**src/rtl/mips_pkg.sv**
```systemverilog
// Shared encodings for the multi-cycle MIPS controller: opcodes, functs,
// ALU operations, FSM states, mux selects and the instruction classifier.
package mips_pkg;

    localparam logic [5:0] OP_RTYPE = 6'h00;
    localparam logic [5:0] OP_J     = 6'h02;
    localparam logic [5:0] OP_JAL   = 6'h03;
    localparam logic [5:0] OP_BEQ   = 6'h04;
    localparam logic [5:0] OP_BNE   = 6'h05;
    localparam logic [5:0] OP_ADDIU = 6'h09;
    localparam logic [5:0] OP_ANDI  = 6'h0C;
    localparam logic [5:0] OP_ORI   = 6'h0D;
    localparam logic [5:0] OP_LUI   = 6'h0F;
    localparam logic [5:0] OP_LW    = 6'h23;
    localparam logic [5:0] OP_SW    = 6'h2B;

    localparam logic [5:0] FN_SLL  = 6'h00;
    localparam logic [5:0] FN_SRL  = 6'h02;
    localparam logic [5:0] FN_JR   = 6'h08;
    localparam logic [5:0] FN_ADDU = 6'h21;
    localparam logic [5:0] FN_SUBU = 6'h23;
    localparam logic [5:0] FN_AND  = 6'h24;
    localparam logic [5:0] FN_OR   = 6'h25;
    localparam logic [5:0] FN_SLT  = 6'h2A;

    // Shifts compute B << A / B >> A, so lui is an SLL of the immediate by 16.
    typedef enum logic [4:0] {
        ALU_ADD = 5'd0,
        ALU_SUB = 5'd1,
        ALU_AND = 5'd2,
        ALU_OR  = 5'd3,
        ALU_SLT = 5'd4,
        ALU_SLL = 5'd5,
        ALU_SRL = 5'd6
    } alu_op_t;

    typedef enum logic [3:0] {
        S_FETCH  = 4'd0,
        S_DECODE = 4'd1,
        S_EXE_R  = 4'd2,
        S_EXE_I  = 4'd3,
        S_ADDR   = 4'd4,
        S_MEM_RD = 4'd5,
        S_MEM_WR = 4'd6,
        S_WB_ALU = 4'd7,
        S_WB_MEM = 4'd8,
        S_BRANCH = 4'd9,
        S_JUMP   = 4'd10,
        S_JR     = 4'd11,
        S_ERR    = 4'd12
    } state_t;

    typedef enum logic [2:0] {
        CLS_R_ALU   = 3'd0,
        CLS_JR      = 3'd1,
        CLS_I_ALU   = 3'd2,
        CLS_MEM     = 3'd3,
        CLS_BRANCH  = 3'd4,
        CLS_JUMP    = 3'd5,
        CLS_ILLEGAL = 3'd6
    } instr_class_t;

    localparam logic [1:0] PC_SRC_ALU    = 2'd0;
    localparam logic [1:0] PC_SRC_ALUOUT = 2'd1;
    localparam logic [1:0] PC_SRC_JUMP   = 2'd2;
    localparam logic [1:0] PC_SRC_RS     = 2'd3;

    localparam logic [1:0] REG_DST_RT  = 2'd0;
    localparam logic [1:0] REG_DST_RD  = 2'd1;
    localparam logic [1:0] REG_DST_R31 = 2'd2;

    localparam logic [1:0] M2R_ALUOUT = 2'd0;
    localparam logic [1:0] M2R_MDR    = 2'd1;
    localparam logic [1:0] M2R_PC     = 2'd2;

    localparam logic [1:0] SRCA_PC    = 2'd0;
    localparam logic [1:0] SRCA_RS    = 2'd1;
    localparam logic [1:0] SRCA_SHAMT = 2'd2;
    localparam logic [1:0] SRCA_C16   = 2'd3;

    localparam logic [1:0] SRCB_RT      = 2'd0;
    localparam logic [1:0] SRCB_FOUR    = 2'd1;
    localparam logic [1:0] SRCB_IMM     = 2'd2;
    localparam logic [1:0] SRCB_IMM_SH2 = 2'd3;

    function automatic instr_class_t classify(input logic [5:0] op, input logic [5:0] funct);
        instr_class_t cls;
        case (op)
            OP_RTYPE: begin
                case (funct)
                    FN_ADDU, FN_SUBU, FN_AND, FN_OR, FN_SLT, FN_SLL, FN_SRL: cls = CLS_R_ALU;
                    FN_JR:   cls = CLS_JR;
                    default: cls = CLS_ILLEGAL;
                endcase
            end
            OP_ADDIU, OP_ANDI, OP_ORI, OP_LUI: cls = CLS_I_ALU;
            OP_LW, OP_SW:                      cls = CLS_MEM;
            OP_BEQ, OP_BNE:                    cls = CLS_BRANCH;
            OP_J, OP_JAL:                      cls = CLS_JUMP;
            default:                           cls = CLS_ILLEGAL;
        endcase
        return cls;
    endfunction

    function automatic logic is_shift(input logic [5:0] funct);
        return (funct == FN_SLL) || (funct == FN_SRL);
    endfunction

endpackage

```
**src/rtl/multi_cycle_ctrl_if.sv**
```systemverilog
// Controller <-> datapath bundle: decoded instruction fields and status in,
// strobes and mux selects out.
interface multi_cycle_ctrl_if;

    logic [5:0] op;
    logic [5:0] funct;
    logic       zero;
    logic       mem_ready;

    logic       pc_wr;
    logic       ir_wr;
    logic       mem_rd;
    logic       mem_wr;
    logic       iord;
    logic       reg_wr;
    logic       ext_sign;
    logic       illegal;
    logic [1:0] pc_src;
    logic [1:0] reg_dst;
    logic [1:0] mem2reg;
    logic [1:0] alu_srcA;
    logic [1:0] alu_srcB;
    logic [4:0] alu_ctrl;

    modport master (
        input  op, funct, zero, mem_ready,
        output pc_wr, ir_wr, mem_rd, mem_wr, iord, reg_wr, ext_sign, illegal,
        output pc_src, reg_dst, mem2reg, alu_srcA, alu_srcB, alu_ctrl
    );

    modport slave (
        output op, funct, zero, mem_ready,
        input  pc_wr, ir_wr, mem_rd, mem_wr, iord, reg_wr, ext_sign, illegal,
        input  pc_src, reg_dst, mem2reg, alu_srcA, alu_srcB, alu_ctrl
    );

endinterface

```
**src/rtl/mc_alu_dec.sv**
```systemverilog
// ALU operation decoder: picks the ALU opcode from the FSM state and the
// instruction fields; states that only use the ALU as an adder get ADD.
module mc_alu_dec
    import mips_pkg::*;
(
    input  state_t     state,
    input  logic [5:0] op,
    input  logic [5:0] funct,
    output alu_op_t    alu_ctrl
);

    // Combinational ALU opcode selection
    always_comb begin
        alu_ctrl = ALU_ADD;
        case (state)
            S_EXE_R: begin
                case (funct)
                    FN_SUBU: alu_ctrl = ALU_SUB;
                    FN_AND:  alu_ctrl = ALU_AND;
                    FN_OR:   alu_ctrl = ALU_OR;
                    FN_SLT:  alu_ctrl = ALU_SLT;
                    FN_SLL:  alu_ctrl = ALU_SLL;
                    FN_SRL:  alu_ctrl = ALU_SRL;
                    default: alu_ctrl = ALU_ADD;
                endcase
            end
            S_EXE_I: begin
                case (op)
                    OP_ANDI: alu_ctrl = ALU_AND;
                    OP_ORI:  alu_ctrl = ALU_OR;
                    OP_LUI:  alu_ctrl = ALU_SLL;
                    default: alu_ctrl = ALU_ADD;
                endcase
            end
            S_BRANCH: alu_ctrl = ALU_SUB;
            default:  alu_ctrl = ALU_ADD;
        endcase
    end

endmodule

```
**src/rtl/multi_cycle_ctrl.sv**
```systemverilog
// Multi-cycle MIPS-subset control FSM with retired-instruction counter.
// Strobes are decoded from the current state and forced low while rst is low.
module multi_cycle_ctrl
    import mips_pkg::*;
(
    input  logic                clk,
    input  logic                rst,
    multi_cycle_ctrl_if.master  bus,
    output logic [3:0]          state,
    output logic [31:0]         instr_cnt
);

    state_t       state_r;
    logic [31:0]  instr_cnt_r;
    instr_class_t cls_s;
    alu_op_t      alu_s;

    logic       pc_wr_s;
    logic       ir_wr_s;
    logic       mem_rd_s;
    logic       mem_wr_s;
    logic       iord_s;
    logic       reg_wr_s;
    logic       ext_sign_s;
    logic       illegal_s;
    logic [1:0] pc_src_s;
    logic [1:0] reg_dst_s;
    logic [1:0] mem2reg_s;
    logic [1:0] alu_srca_s;
    logic [1:0] alu_srcb_s;

    assign cls_s = classify(bus.op, bus.funct);

    mc_alu_dec u_alu_dec (
        .state    (state_r),
        .op       (bus.op),
        .funct    (bus.funct),
        .alu_ctrl (alu_s)
    );

    // State register and retire counter; the counter steps on every return to FETCH
    always_ff @(posedge clk or negedge rst) begin
        if (!rst) begin
            state_r     <= S_FETCH;
            instr_cnt_r <= 32'd0;
        end else begin
            case (state_r)
                S_FETCH: begin
                    if (bus.mem_ready) begin
                        state_r <= S_DECODE;
                    end
                end
                S_DECODE: begin
                    case (cls_s)
                        CLS_R_ALU:  state_r <= S_EXE_R;
                        CLS_JR:     state_r <= S_JR;
                        CLS_I_ALU:  state_r <= S_EXE_I;
                        CLS_MEM:    state_r <= S_ADDR;
                        CLS_BRANCH: state_r <= S_BRANCH;
                        CLS_JUMP:   state_r <= S_JUMP;
                        default:    state_r <= S_ERR;
                    endcase
                end
                S_EXE_R, S_EXE_I: state_r <= S_WB_ALU;
                S_ADDR:   state_r <= (bus.op == OP_SW) ? S_MEM_WR : S_MEM_RD;
                S_MEM_RD: begin
                    if (bus.mem_ready) begin
                        state_r <= S_WB_MEM;
                    end
                end
                S_MEM_WR: begin
                    if (bus.mem_ready) begin
                        state_r     <= S_FETCH;
                        instr_cnt_r <= instr_cnt_r + 32'd1;
                    end
                end
                S_WB_ALU, S_WB_MEM, S_BRANCH, S_JUMP, S_JR: begin
                    state_r     <= S_FETCH;
                    instr_cnt_r <= instr_cnt_r + 32'd1;
                end
                S_ERR:   state_r <= S_ERR;
                default: state_r <= S_ERR;
            endcase
        end
    end

    // Per-state strobe and mux-select decode; anything not named stays 0
    always_comb begin
        pc_wr_s    = 1'b0;
        ir_wr_s    = 1'b0;
        mem_rd_s   = 1'b0;
        mem_wr_s   = 1'b0;
        iord_s     = 1'b0;
        reg_wr_s   = 1'b0;
        ext_sign_s = 1'b0;
        illegal_s  = 1'b0;
        pc_src_s   = PC_SRC_ALU;
        reg_dst_s  = REG_DST_RT;
        mem2reg_s  = M2R_ALUOUT;
        alu_srca_s = SRCA_PC;
        alu_srcb_s = SRCB_RT;
        case (state_r)
            S_FETCH: begin
                mem_rd_s   = 1'b1;
                ir_wr_s    = bus.mem_ready;
                pc_wr_s    = bus.mem_ready;
                alu_srcb_s = SRCB_FOUR;
            end
            S_DECODE: begin
                alu_srcb_s = SRCB_IMM_SH2;
                ext_sign_s = 1'b1;
            end
            S_EXE_R: begin
                alu_srca_s = is_shift(bus.funct) ? SRCA_SHAMT : SRCA_RS;
            end
            S_EXE_I: begin
                alu_srca_s = (bus.op == OP_LUI) ? SRCA_C16 : SRCA_RS;
                alu_srcb_s = SRCB_IMM;
                ext_sign_s = (bus.op == OP_ADDIU);
            end
            S_WB_ALU: begin
                reg_wr_s  = 1'b1;
                reg_dst_s = (bus.op == OP_RTYPE) ? REG_DST_RD : REG_DST_RT;
            end
            S_ADDR: begin
                alu_srca_s = SRCA_RS;
                alu_srcb_s = SRCB_IMM;
                ext_sign_s = 1'b1;
            end
            S_MEM_RD: begin
                iord_s   = 1'b1;
                mem_rd_s = 1'b1;
            end
            S_MEM_WR: begin
                iord_s   = 1'b1;
                mem_wr_s = 1'b1;
            end
            S_WB_MEM: begin
                reg_wr_s  = 1'b1;
                mem2reg_s = M2R_MDR;
            end
            S_BRANCH: begin
                alu_srca_s = SRCA_RS;
                pc_src_s   = PC_SRC_ALUOUT;
                pc_wr_s    = (bus.op == OP_BEQ) ? bus.zero : !bus.zero;
            end
            S_JUMP: begin
                pc_wr_s  = 1'b1;
                pc_src_s = PC_SRC_JUMP;
                if (bus.op == OP_JAL) begin
                    reg_wr_s  = 1'b1;
                    reg_dst_s = REG_DST_R31;
                    mem2reg_s = M2R_PC;
                end else begin
                    reg_wr_s  = 1'b0;
                end
            end
            S_JR: begin
                pc_wr_s  = 1'b1;
                pc_src_s = PC_SRC_RS;
            end
            S_ERR: begin
                illegal_s = 1'b1;
            end
            default: begin
                illegal_s = 1'b0;
            end
        endcase
    end

    assign bus.pc_wr    = rst & pc_wr_s;
    assign bus.ir_wr    = rst & ir_wr_s;
    assign bus.mem_rd   = rst & mem_rd_s;
    assign bus.mem_wr   = rst & mem_wr_s;
    assign bus.iord     = rst & iord_s;
    assign bus.reg_wr   = rst & reg_wr_s;
    assign bus.ext_sign = rst & ext_sign_s;
    assign bus.illegal  = rst & illegal_s;
    assign bus.pc_src   = {2{rst}} & pc_src_s;
    assign bus.reg_dst  = {2{rst}} & reg_dst_s;
    assign bus.mem2reg  = {2{rst}} & mem2reg_s;
    assign bus.alu_srcA = {2{rst}} & alu_srca_s;
    assign bus.alu_srcB = {2{rst}} & alu_srcb_s;
    assign bus.alu_ctrl = {5{rst}} & alu_s;

    assign state     = state_r;
    assign instr_cnt = instr_cnt_r;

endmodule

```
**src/flat_wrapper.sv**
```systemverilog
// flat-port wrapper written by rule: the top's interface ports become plain ports
module multi_cycle_ctrl_flat import mips_pkg::*;
  (clk, rst, state, instr_cnt, bus_op, bus_funct, bus_zero, bus_mem_ready, bus_pc_wr, bus_ir_wr, bus_mem_rd, bus_mem_wr, bus_iord, bus_reg_wr, bus_ext_sign, bus_illegal, bus_pc_src, bus_reg_dst, bus_mem2reg, bus_alu_srcA, bus_alu_srcB, bus_alu_ctrl);
  multi_cycle_ctrl_if bus_i ();
  input  logic clk;
  input  logic rst;
  output logic [3:0] state;
  output logic [31:0] instr_cnt;
  input wire logic [$bits(bus_i.op)-1:0] bus_op;
  input wire logic [$bits(bus_i.funct)-1:0] bus_funct;
  input wire logic [$bits(bus_i.zero)-1:0] bus_zero;
  input wire logic [$bits(bus_i.mem_ready)-1:0] bus_mem_ready;
  output wire logic [$bits(bus_i.pc_wr)-1:0] bus_pc_wr;
  output wire logic [$bits(bus_i.ir_wr)-1:0] bus_ir_wr;
  output wire logic [$bits(bus_i.mem_rd)-1:0] bus_mem_rd;
  output wire logic [$bits(bus_i.mem_wr)-1:0] bus_mem_wr;
  output wire logic [$bits(bus_i.iord)-1:0] bus_iord;
  output wire logic [$bits(bus_i.reg_wr)-1:0] bus_reg_wr;
  output wire logic [$bits(bus_i.ext_sign)-1:0] bus_ext_sign;
  output wire logic [$bits(bus_i.illegal)-1:0] bus_illegal;
  output wire logic [$bits(bus_i.pc_src)-1:0] bus_pc_src;
  output wire logic [$bits(bus_i.reg_dst)-1:0] bus_reg_dst;
  output wire logic [$bits(bus_i.mem2reg)-1:0] bus_mem2reg;
  output wire logic [$bits(bus_i.alu_srcA)-1:0] bus_alu_srcA;
  output wire logic [$bits(bus_i.alu_srcB)-1:0] bus_alu_srcB;
  output wire logic [$bits(bus_i.alu_ctrl)-1:0] bus_alu_ctrl;
  assign bus_i.op = bus_op;
  assign bus_i.funct = bus_funct;
  assign bus_i.zero = bus_zero;
  assign bus_i.mem_ready = bus_mem_ready;
  assign bus_pc_wr = bus_i.pc_wr;
  assign bus_ir_wr = bus_i.ir_wr;
  assign bus_mem_rd = bus_i.mem_rd;
  assign bus_mem_wr = bus_i.mem_wr;
  assign bus_iord = bus_i.iord;
  assign bus_reg_wr = bus_i.reg_wr;
  assign bus_ext_sign = bus_i.ext_sign;
  assign bus_illegal = bus_i.illegal;
  assign bus_pc_src = bus_i.pc_src;
  assign bus_reg_dst = bus_i.reg_dst;
  assign bus_mem2reg = bus_i.mem2reg;
  assign bus_alu_srcA = bus_i.alu_srcA;
  assign bus_alu_srcB = bus_i.alu_srcB;
  assign bus_alu_ctrl = bus_i.alu_ctrl;
  multi_cycle_ctrl u_core (.clk(clk), .rst(rst), .bus(bus_i), .state(state), .instr_cnt(instr_cnt));
endmodule
```
**config.mk**
```make
export PLATFORM = sky130hd
export DESIGN_NAME = multi_cycle_ctrl_flat
export DESIGN_NICKNAME = d
export VERILOG_FILES = /design/src/rtl/mips_pkg.sv /design/src/rtl/multi_cycle_ctrl_if.sv /design/src/rtl/mc_alu_dec.sv /design/src/rtl/multi_cycle_ctrl.sv /design/src/flat_wrapper.sv
export SDC_FILE = /design/constraint.sdc
export NUM_CORES = 1
export LEC_CHECK = 0
export CAP_MARGIN = 20
export CORE_MARGIN = 3
export CORE_UTILIZATION = 47
export CTS_CLUSTER_DIAMETER = 200
export DETAILED_ROUTE_END_ITERATION = 8
export PLACE_DENSITY = 0.79
export SYNTH_ARGS = -nofsm -noshare
export SYNTH_HDL_FRONTEND = slang
export SYNTH_SLANG_ARGS = --single-unit
```
**constraint.sdc**
```tcl
create_clock -name clk -period 2.6 [get_ports clk]
set_clock_uncertainty 0.15 [all_clocks]
set_input_delay 0.52 -clock clk [delete_from_list [all_inputs] [get_ports clk]]
set_output_delay 0.52 -clock clk [all_outputs]
set_load 0.05 [all_outputs]
```
# [Yosys cells after proc, flatten, opt, wreduce, memory -nomap -nowiden]
# Cells that the tools add are included.
# Widths: inputs -> output; s select.
[word_totals] inputBits=16 elab_cells=109 reg_bits=36
[op_classes] muxes=32 addsub=1 bitwise_logic=14 eq_ne=37 reduce_logical=23
[op_table] op="$pmux 32 s2" count=1
[op_table] op="$eq 6x6->1 const B" count=7
[op_table] op="$add 32x1->32 const B" count=1
[op_table] op="$mux 32" count=1
[op_table] op="$eq 6x4->1 const B" count=5
[op_table] op="$pmux 4 s7" count=1
[op_table] op="$pmux 4 s6" count=1
[op_table] op="$reduce_or 2->1" count=11
[op_table] op="$eq 4x4->1 const B" count=5
[op_table] op="$eq 6x2->1 const B" count=3
[op_table] op="$pmux 2 s3" count=3
[op_table] op="$pmux 3 s6" count=1
[op_table] op="$eq 4x3->1 const B" count=4
[op_table] op="$pmux 3 s5" count=1
[op_table] op="$pmux 5 s3" count=1
[op_table] op="$eq 6x3->1 const B" count=2
[op_table] op="$logic_not 6->1" count=2
[op_table] op="$mux 4" count=3
[op_table] op="$and 2x2->2" count=5
[op_table] op="$pmux 3 s3" count=1
[op_table] op="$and 1x1->1" count=8
[op_table] op="$eq 4x2->1 const B" count=2
[op_table] op="$mux 1" count=8
[op_table] op="$mux 2" count=4
[op_table] op="other kinds (20)" count=26

# [Logic depth before layout (Yosys ltp)]
# Gate-level depths: netlist of run 1.
[logic_depth] ltp_word=7 mapped_depth=7 mapped_depth_nobuf=6

# [Cells and area by module]
# Synthesis of run 1 repeated with hierarchy kept, for this count alone.
[unflattened] cells_unflattened=280 hier_area_um2=2419.8
[by_module_without_submodules] mod="multi_cycle_ctrl" cells_each=255 n_inst=1 area_each_um2=2239.6
[by_module_without_submodules] mod="mc_alu_dec" cells_each=25 n_inst=1 area_each_um2=180.2

# [Worst setup path before layout of run 1]
# No wires, ideal clock.
[synth_timing] path_type="register to output" from="register u_core.state_r[3] (netlist: u_core.state[3])" to="output bus_pc_wr" path_stages_with_launch=6 required_ps=1930 arrival_ps=3180 setup_slack_ps=-1250 cell_sequence="dfrtp_1 > clkbuf_2 > nand2b_1 > nor3_1 > and2_1 > o21bai_1"
[synth_via] elab_chain_len=4 elab_cells_between_ends=7 classes_between="eq/ne (3); mux (1); bitwise (1); reduce/logical (2)"
[synth_lines] item="start: declaration" line_no="multi_cycle_ctrl.sv:13" text="state_t state_r;"
[synth_lines] item="start signal: assignment" line_no="multi_cycle_ctrl.sv:65" text="S_ADDR: state_r <= (bus.op == OP_SW) ? S_MEM_WR : S_MEM_RD;"
[synth_lines] item="$eq 4x4->1" line_no="multi_cycle_ctrl.sv:102" text="case (state_r)"
[synth_lines] item="$reduce_or 2->1 (no line)"
[synth_lines] item="$pmux 1 s3 (*)" line_no="multi_cycle_ctrl.sv:102"
[synth_lines] item="$and 1x1->1 (*)" line_no="multi_cycle_ctrl.sv:171" text="assign bus.pc_wr = rst & pc_wr_s;"
[synth_lines] item="end: declaration" line_no="flat_wrapper.sv:13" text="output wire logic [$bits(bus_i.pc_wr)-1:0] bus_pc_wr;"
# Mark *: on every way between the ends. The rest lies on a longest branch, timed or not.

# [Worst setup path after layout of run 1]
[layout_timing] from="register u_core.state_r[3] (netlist: u_core.state[3])" to="output bus_reg_wr"
[layout_via] elab_chain_len=4 elab_cells_between_ends=6 classes_between="eq/ne (3); mux (1); bitwise (1); reduce/logical (1)"
[layout_lines] item="$eq 4x3->1 / $eq 4x4->1 (equally long branches)" line_no="multi_cycle_ctrl.sv:102"
[layout_lines] item="$reduce_or 2->1 (no line)"
[layout_lines] item="$pmux 1 s2 (*)" line_no="multi_cycle_ctrl.sv:102"
[layout_lines] item="$and 1x1->1 (*)" line_no="multi_cycle_ctrl.sv:176" text="assign bus.reg_wr = rst & reg_wr_s;"
[layout_lines] item="end: declaration" line_no="flat_wrapper.sv:18" text="output wire logic [$bits(bus_i.reg_wr)-1:0] bus_reg_wr;"
# Marked as above.

==> flow_summary_export.csv, run 1 <==
group,metric,value,unit
final_layout,fill_cells,316,
final_layout,drive_gt1_frac,0.315,
sta,min_period_over_period,0.971,
detailed_routing,routed_via_density,5.52,
detailed_routing,firstDrtPassIters,5,
synth,ys_warn_count,0,
floorplanning,start_util,0.495,
final_layout,num_antenna_cells,0,
placement,port_buffers,72,
synth,synth.distinct_cells,55,
synth,ys_ff_latch,36,
sta,worst_slack,74.3,ps
synth,yosysSeqAreaShare,0.378,
placement,gp_congestion,0.871,
clocking,cts_tree,"yes",
clocking,cts.sinks,36,
job,drv_cap,0,
clocking,cts_htree_levels,2,
sta,final_max_slew_viol_count,0,
clocking,clockBufferDepth,2,
worst_setup_path,reg2regPathDepth,7,
floorplanning,core_area,4820,um2
pwr,cellPowerDensity,696,nW/um2
floorplanning,die_y,77.3,um
synth,netlist_area,2390,um2
global_routing,first_global_vias,2510,
worst_setup_path,required,1930,ps
floorplanning,die_area,5970,um2
pwr,irDropWorstVdd,0.000628,V
synth,synthCells,278,
final_layout,area_growth,63.9,%
final_layout,final_util,0.812,
synth,synthArstFlopShare,1.00,
synth,synth_ff_type,"dfrtp_1",
worst_setup_path,crit_path_end_kind,"output pin",
detailed_routing,via_count,2490,
floorplanning,pin_count,75,
sta,setup_viol_count_final,0,
placement,preCtsSetupSlack,-323,ps
detailed_routing,drc,0,
pwr,leakage,1.76,nW
worst_setup_path,r2r-start,"u_core.state[1]$_DFFE_PN0P_",
synth,syn_area_per_cell,8.58,um2
final_layout,final_nets,400,
floorplanning,dieWidth,77.3,um
worst_setup_path,start_kind,"flip-flop",
synth,ys_top_cells_by_area,"dfrtp_1, xnor2_1, xor2_1",
worst_setup_path,path_max_fanout,16,
global_routing,antenna_found_initial,0,
detailed_routing,routed_wl,7330,um
clocking,insertion_delay,290,ps
synth,yosysTopAreaCellShare,0.378,
global_routing,grt.total_usage,0.251,
clocking,path_clk_slew,70,ps
detailed_routing,wire_per_inst,16.3,um
global_routing,grt_pass1_wl,12100,um
clocking,cts_buffers,5,
global_routing,grt.overflow.total,0,
sta,slew_headroom,0.617,
worst_setup_path,rrSetupSlack,350,ps
synth,synth_top_cell_by_area,"dfrtp_1",
global_routing,grt_max_degree,34,
detailed_routing,ant_nets,0,
floorplanning,rows,25,
sta,max_clock_freq,396,MHz
clocking,cts_root_buf,"clkbuf_8",
detailed_routing,drt-initial-drc-count,154,
sta,hold_ws,64.4,ps
min_path,worstHoldPathType,"input pin to asynchronous set/reset pin",
outcome,status,"finished, final reports clean",
worst_setup_path,crit_arrival,1860,ps
placement,dp_hpwl,5260,um
synth,synth-edff-count,0,
worst_setup_path,crit_type,"flip-flop to output pin",
sta,finalCriticalPeriod,2530,ps
sta,hold_viol,0,
sta,worst_slew_pin_slew,560,ps
worst_setup_path,r2r_end,"u_core.instr_cnt[16]$_DFFE_PN0P_",
[flip-flops by register name (all words and copies together) (netlist names)]
register / cells
u_core.instr_cnt: 32
u_core.state: 4
[power breakdown]
part	internal [mW]	switching (mW)	total (mW)
sequential	0.631	0.103	0.733
clock	0.215	0.207	0.422
combinational	0.621	0.946	1.57
[layout by cell type, fill, tap and decap left out, types with 9 or more instances in the layout]
cell type        synthesis  routed
buf_4                    2      40
clkdlybuf4s50_1          0      37
dfrtp_1                 36      32
nand2_1                 29      27
nor2_1                  23      20
buf_12                   0      20
xor2_1                  17      17
xnor2_1                 17      17
inv_1                   12      11
nand3_1                 12      10
nor3_1                  14       9
o21ai_0                 12       9
[worst max-delay path, stage by stage (launching register included)]
cell	delay, ps
dfrtp_2	430
buf_6	160
nor2b_2	170
and3_2	250
and3_4	200
a21o_2	210
buf_12	150
[stage by stage]
stage	area (um2)	power [mW]	TNS, ps	instances
2_1_floorplan	2520	1.68	-501	279
3_3_place_gp	3700	2.19	-1810	440
3_5_place_dp	3700	2.21	-2050	440
4_1_cts	3870	2.67	-126	450
5_1_grt	3910	2.85	-47.4	451
6_report	3910	2.72	0	451
[how the worst max path moves through the flow]
stage	slack [ps]	end	start	cells past startpoint
detailed placement	-320	u_core.state[2]$_DFFE_PN0P_	bus_funct[5]	9
floorplan	-260	bus_pc_wr	u_core.state[3]$_DFFE_PN0P_	5
finish	70	bus_reg_wr	u_core.state[3]$_DFFE_PN0P_	6
global placement	-250	u_core.state[2]$_DFFE_PN0P_	bus_funct[5]	9
CTS	-70	bus_alu_ctrl[2]	u_core.state[2]$_DFFE_PN0P_	6
global route	-20	bus_pc_wr	bus_op[2]	7
[cell usage after synthesis (3+ instances only)]
cell type and number:
a21o_1 3, a21oi_1 13, and3_1 8, buf_2 4, clkbuf_1 6, dfrtp_1 36, inv_1 12, nand2_1 29
nand2b_1 8, nand3_1 12, nand4_1 6, nor2_1 23, nor2b_1 3, nor3_1 14, nor4_1 9, o21ai_0 12
or3_1 3, xnor2_1 17, xor2_1 17
[cell families (layout without fill, tap and decap cells)]
family | Yosys count | in the layout | share of synthesized area
AOI/OAI and AO/OA | 46 | 46 | 0.126
buffers and inverters | 27 | 132 | 0.0482
and+or+nand+nor | 130 | 130 | 0.300
DFF | 36 | 36 | 0.378
xor gates and xnor gates | 35 | 35 | 0.132
muxes | 2 | 2 | 0.00891
other | 1 | 2 | 0.00157
adders and majority gates | 1 | 1 | 0.00524
[routing by layer]
layer	global-route usage	routed length [um]
met1	0.317	3110
met2	0.431	3680
met3	0.0469	373
met4	0.0783	172
met5	0	0
[what timing repair did]
| action | 4_1_cts | 5_1_grt |
|---|---|---|
| hold buffers | 0 | 0 |
| buffers inserted | 2 | 3 |
| endpoints found under the hold margin | 0 | 0 |
| setup endpoints to repair | 12 | 9 |
| pin swaps | 9 | 12 |
| gates resized for setup | 25 | 20 |
[cell type report]
type	count	area (um2)	share of cell area
clock buffers	7	86.3	0.0221
clock inverters	1	7.51	0.00192
inverters	12	47.5	0.0122
multi-input cells	216	1580	0.403
flip-flops and latches	36	906	0.232
well taps	67	83.8	0.0214
repair buffers	112	1200	0.308
Power figures use the tool's default switching activity.
==> run 2, diff against run 1 <==
Settings changed: HOLD_SLACK_MARGIN set to 0.1.
==> flow_summary_export.csv, run 2 (synthesis gave the netlist of run 1 again) <==
group,metric,value,unit
floorplanning,pin_count,75,
job,drv_cap,0,
sta,max_clock_freq,387,MHz
final_layout,final_cell_mix,"buf_4, clkdlybuf4s50_1, dfrtp_1, nand2_1",
worst_setup_path,required,1930,ps
sta,min_period_over_period,0.993,
sta,worst_slew_pin_slew,573,ps
global_routing,grt.overflow.total,0,
pwr,leakage,1.77,nW
pwr,irDropWorstVdd,0.000632,V
placement,dp_hpwl,5260,um
sta,finalCriticalPeriod,2580,ps
sta,rsz0062_at_grt,"true",
final_layout,multi_input_area,1580,um2
floorplanning,dieWidth,77.3,um
final_layout,area_growth,65.0,%
sta,hold_ws,196,ps
detailed_routing,firstDrtPassIters,4,
sta,setup_viol_count_final,0,
final_layout,num_antenna_cells,0,
clocking,cts_buffers,5,
sta,hold_viol,0,
floorplanning,core_area,4820,um2
detailed_routing,routed_via_density,5.49,
final_layout,final_common_cell,"buf_4",
worst_setup_path,crit_arrival,1910,ps
pwr,cellPowerDensity,697,nW/um2
detailed_routing,wire_per_inst,16.4,um
global_routing,grt.total_usage,0.251,
global_routing,antenna_found_initial,0,
floorplanning,rows,25,
worst_setup_path,path_max_fanout,2,
sta,final_max_slew_viol_count,0,
sta,worst_slack,18.0,ps
clocking,insertion_delay,290,ps
clocking,cts.sinks,36,
floorplanning,start_util,0.495,
clocking,cts_tree,"yes",
detailed_routing,drc,0,
placement,preCtsSetupSlack,-323,ps
outcome,status,"finished, final reports clean",
detailed_routing,ant_nets,0,
clocking,cts_htree_levels,2,
global_routing,first_global_vias,2505,
global_routing,grt_max_degree,34,
clocking,path_clk_slew,80,ps
worst_setup_path,crit_type,"input pin to output pin",
clocking,clockBufferDepth,2,
final_layout,regArea,906,um2
min_path,worstHoldPathType,"input pin to asynchronous set/reset pin",
final_layout,final_nets,402,
pwr,totalPowerFinal,2.75,mW
final_layout,fill_cells,305,
final_layout,drive_gt1_frac,0.313,
worst_setup_path,crit_path_end_kind,"output pin",
placement,port_buffers,72,
clocking,cts_root_buf,"clkbuf_8",
final_layout,largest_reg_flops,32,
floorplanning,die_y,77.3,um
floorplanning,die_area,5970,um2
placement,gp_congestion,0.871,
global_routing,grt_pass1_wl,12100,um
detailed_routing,drt-initial-drc-count,170,
sta,slew_headroom,0.608,
detailed_routing,routed_wl,7430,um
detailed_routing,via_count,2489,
worst_setup_path,start_kind,"input pin",
run 2: cell count changes in the layout (fill, tap and decap cells not counted), sizes merged:
cell,previous run,this run
buf,63,64
clkdlybuf4s15,1,2
dlygate4sd3,0,1
clkbuf,9,8
run 2: final cells by class:
cell class,count,area share
Multi-Input combinational cell,216,0.400
Clock buffer,7,0.0219
Clock inverter,1,0.00191
Inverter,12,0.0121
Tap cell,67,0.0213
Timing Repair Buffer,114,0.313
Sequential cell,36,0.230
run 2: worst max-delay path, cell delays in order:
cell	delay, ps
clkdlybuf4s15_1	220
nor3_2	220
nand3_1	130
or4b_4	510
a21oi_4	160
buf_12	150
run 2: timing repair:
action,in CTS,in global routing
gates resized for setup,25,19
endpoints found under the setup margin,12,9
endpoints found under the hold margin,3,0
pin swaps,9,12
hold buffers,1,0
gates cloned,0,0
buffers inserted,2,3
run 2: final timing paths:
| kind | endpoint | start | slack, ps | depth (start not counted) |
|---|---|---|---|---|
| setup / recovery | bus_alu_ctrl[2] | bus_funct[4] | 20 | 6 |
| hold reg to reg | u_core.instr_cnt[31]$_DFFE_PN0P_ | u_core.instr_cnt[31]$_DFFE_PN0P_ | 320 | 1 |
| hold / removal | u_core.instr_cnt[16]$_DFFE_PN0P_ | rst | 200 | 2 |
| setup reg to reg | u_core.instr_cnt[16]$_DFFE_PN0P_ | u_core.state[1]$_DFFE_PN0P_ | 370 | 7 |
| max in group asynchronous | u_core.state[2]$_DFFE_PN0P_ | rst | 1460 | 3 |
| min in group clk | u_core.instr_cnt[31]$_DFFE_PN0P_ | u_core.instr_cnt[31]$_DFFE_PN0P_ | 320 | 1 |
run 2: metal layers:
layer	track usage	wire length (um)	up-vias	part of all wire
li1	-	-	1188	-
met1	0.318	3080	1194	0.41
met2	0.430	3850	91	0.52
met3	0.0469	363	16	0.049
met4	0.0783	129	0	0.017
met5	0	0	-	0
run 2: stage by stage:
step | instance area, um2 | setup TNS [ps] | util | std cells
floorplan | 2520 | -501 | - | 279
global placement | 3700 | -1810 | 0.769 | 440
detailed placement | 3700 | -2050 | 0.769 | 440
CTS | 3880 | -126 | 0.805 | 451
global route | 3940 | -132 | 0.817 | 453
finish | 3940 | 0 | 0.817 | 453
run 2: power by group:
part	internal [mW]	switching, mW	leakage [nW]
clock	0.215	0.206	0.0445
combinational	0.636	0.952	1.27
sequential	0.631	0.106	0.458
total	1.48	1.26	1.77
==> run 3, diff against run 2 <==
Settings changed: CORE_UTILIZATION 47 to 45, PLACE_DENSITY 0.79 to 0.78.
==> flow_summary_export.csv, run 3 (synthesis gave the netlist of run 1 again) <==
group,metric,value,unit
outcome,status,"finished, final reports clean",
worst_setup_path,r2r_end,"u_core.instr_cnt[31]$_DFFE_PN0P_",
placement,dp_hpwl,5540,um
min_path,worstHoldPathType,"input pin to asynchronous set/reset pin",
detailed_routing,wire_per_inst,17.1,um
clocking,cts_buffers,5,
worst_setup_path,r2r-start,"u_core.state[1]$_DFFE_PN0P_",
final_layout,area_growth,64.7,%
detailed_routing,ant_nets,0,
sta,min_period_over_period,0.988,
worst_setup_path,path_max_fanout,9,
clocking,cts_tree,"yes",
global_routing,grt.total_usage,0.253,
final_layout,final_common_cell,"clkdlybuf4s50_1",
worst_setup_path,reg2regPathDepth,6,
global_routing,antenna_found_initial,0,
final_layout,largest_reg_flops,32,
clocking,cts_htree_levels,2,
final_layout,final_util,0.800,
global_routing,first_global_vias,2550,
floorplanning,dieWidth,78.8,um
global_routing,grt_pass1_wl,12500,um
floorplanning,core_area,4910,um2
final_layout,num_antenna_cells,0,
detailed_routing,via_count,2546,
global_routing,grt_max_degree,22,
clocking,insertion_delay,290,ps
final_layout,drive_gt1_frac,0.301,
pwr,totalPowerFinal,2.76,mW
detailed_routing,firstDrtPassIters,5,
clocking,cts.sinks,36,
final_layout,final_nets,401,
final_layout,final_cell_mix,"clkdlybuf4s50_1, buf_4, dfrtp_1, nand2_1",
clocking,clockBufferDepth,2,
placement,port_buffers,72,
sta,max_clock_freq,389,MHz
worst_setup_path,required,1930,ps
pwr,irDropWorstVdd,0.000914,V
floorplanning,start_util,0.486,
sta,setup_viol_count_final,0,
detailed_routing,drc,0,
detailed_routing,drt-initial-drc-count,148,
detailed_routing,routed_via_density,5.63,
sta,hold_ws,156,ps
job,drv_cap,0,
final_layout,layout.cells.non_filler,452,
sta,worst_slew_pin_slew,657,ps
sta,hold_viol,0,
clocking,path_clk_slew,70,ps
sta,final_max_slew_viol_count,0,
floorplanning,die_area,6210,um2
worst_setup_path,rrSetupSlack,360,ps
pwr,cellPowerDensity,702,nW/um2
worst_setup_path,crit_type,"input pin to output pin",
detailed_routing,routed_wl,7740,um
worst_setup_path,crit_path_end_kind,"output pin",
clocking,cts_root_buf,"clkbuf_8",
floorplanning,rows,25,
floorplanning,pin_count,75,
placement,gp_congestion,0.876,
sta,finalCriticalPeriod,2570,ps
sta,slew_headroom,0.558,
worst_setup_path,start_kind,"input pin",
global_routing,grt.overflow.total,0,
placement,dpl.cell_count,435,
worst_setup_path,crit_arrival,1900,ps
pwr,leakage,1.75,nW
floorplanning,die_y,78.8,um
## run 3: power by group
part | switching (mW) | internal [mW]
sequential | 0.118 | 0.630
combinational | 0.956 | 0.634
clock | 0.205 | 0.215
## run 3: stage by stage
step / instance area [um2] / setup slack [ps] / setup TNS, ps
CTS: 3890 / -28.3 / -28.3
detailed placement: 3670 / -192 / -1570
global route: 3930 / -16.5 / -23.1
global placement: 3670 / -156 / -1090
floorplan: 2520 / -257 / -501
finish: 3930 / 30.2 / 0
## run 3: layer usage
layer / wire [um] / track usage / share of wire
met5: 0 / 0 / 0
met4: 223 / 0.0979 / 0.029
met3: 412 / 0.0408 / 0.053
met2: 4010 / 0.447 / 0.52
met1: 3100 / 0.310 / 0.40
## run 3: worst max-delay path by stage
stage | startpoint | endpoint | slack (ps) | cells after the start
CTS | u_core.state[2]$_DFFE_PN0P_ | bus_alu_ctrl[2] | -30 | 6
global route | bus_op[1] | bus_ext_sign | -20 | 6
detailed placement | bus_op[4] | bus_alu_ctrl[2] | -190 | 7
finish | bus_op[1] | bus_reg_wr | 30 | 6
floorplan | u_core.state[3]$_DFFE_PN0P_ | bus_pc_wr | -260 | 5
global placement | bus_funct[5] | bus_alu_ctrl[2] | -160 | 6
## run 3: cell type report
cell class	instances	area (um2)
sequential	36	906
timing repair buffer	113	1220
fill	320	981
clock buffer	7	86.3
multi-input combinational	216	1580
inverter	12	47.5
tap	67	83.8
clock inverter	1	7.51
## run 3: critical path, stage by stage
cell and delay [ps]:
clkdlybuf4s50_1 490, buf_4 200, and3_1 150, and3_4 180, a21o_2 200, buf_12 150
## run 3: what timing repair did
item | in CTS | in global routing
setup endpoints to repair | 11 | 9
pin swaps | 9 | 8
hold buffers | 1 | 0
cloned | 0 | 0
buffers inserted | 8 | 1
endpoints found under the hold margin | 3 | 0
resized for setup | 26 | 15
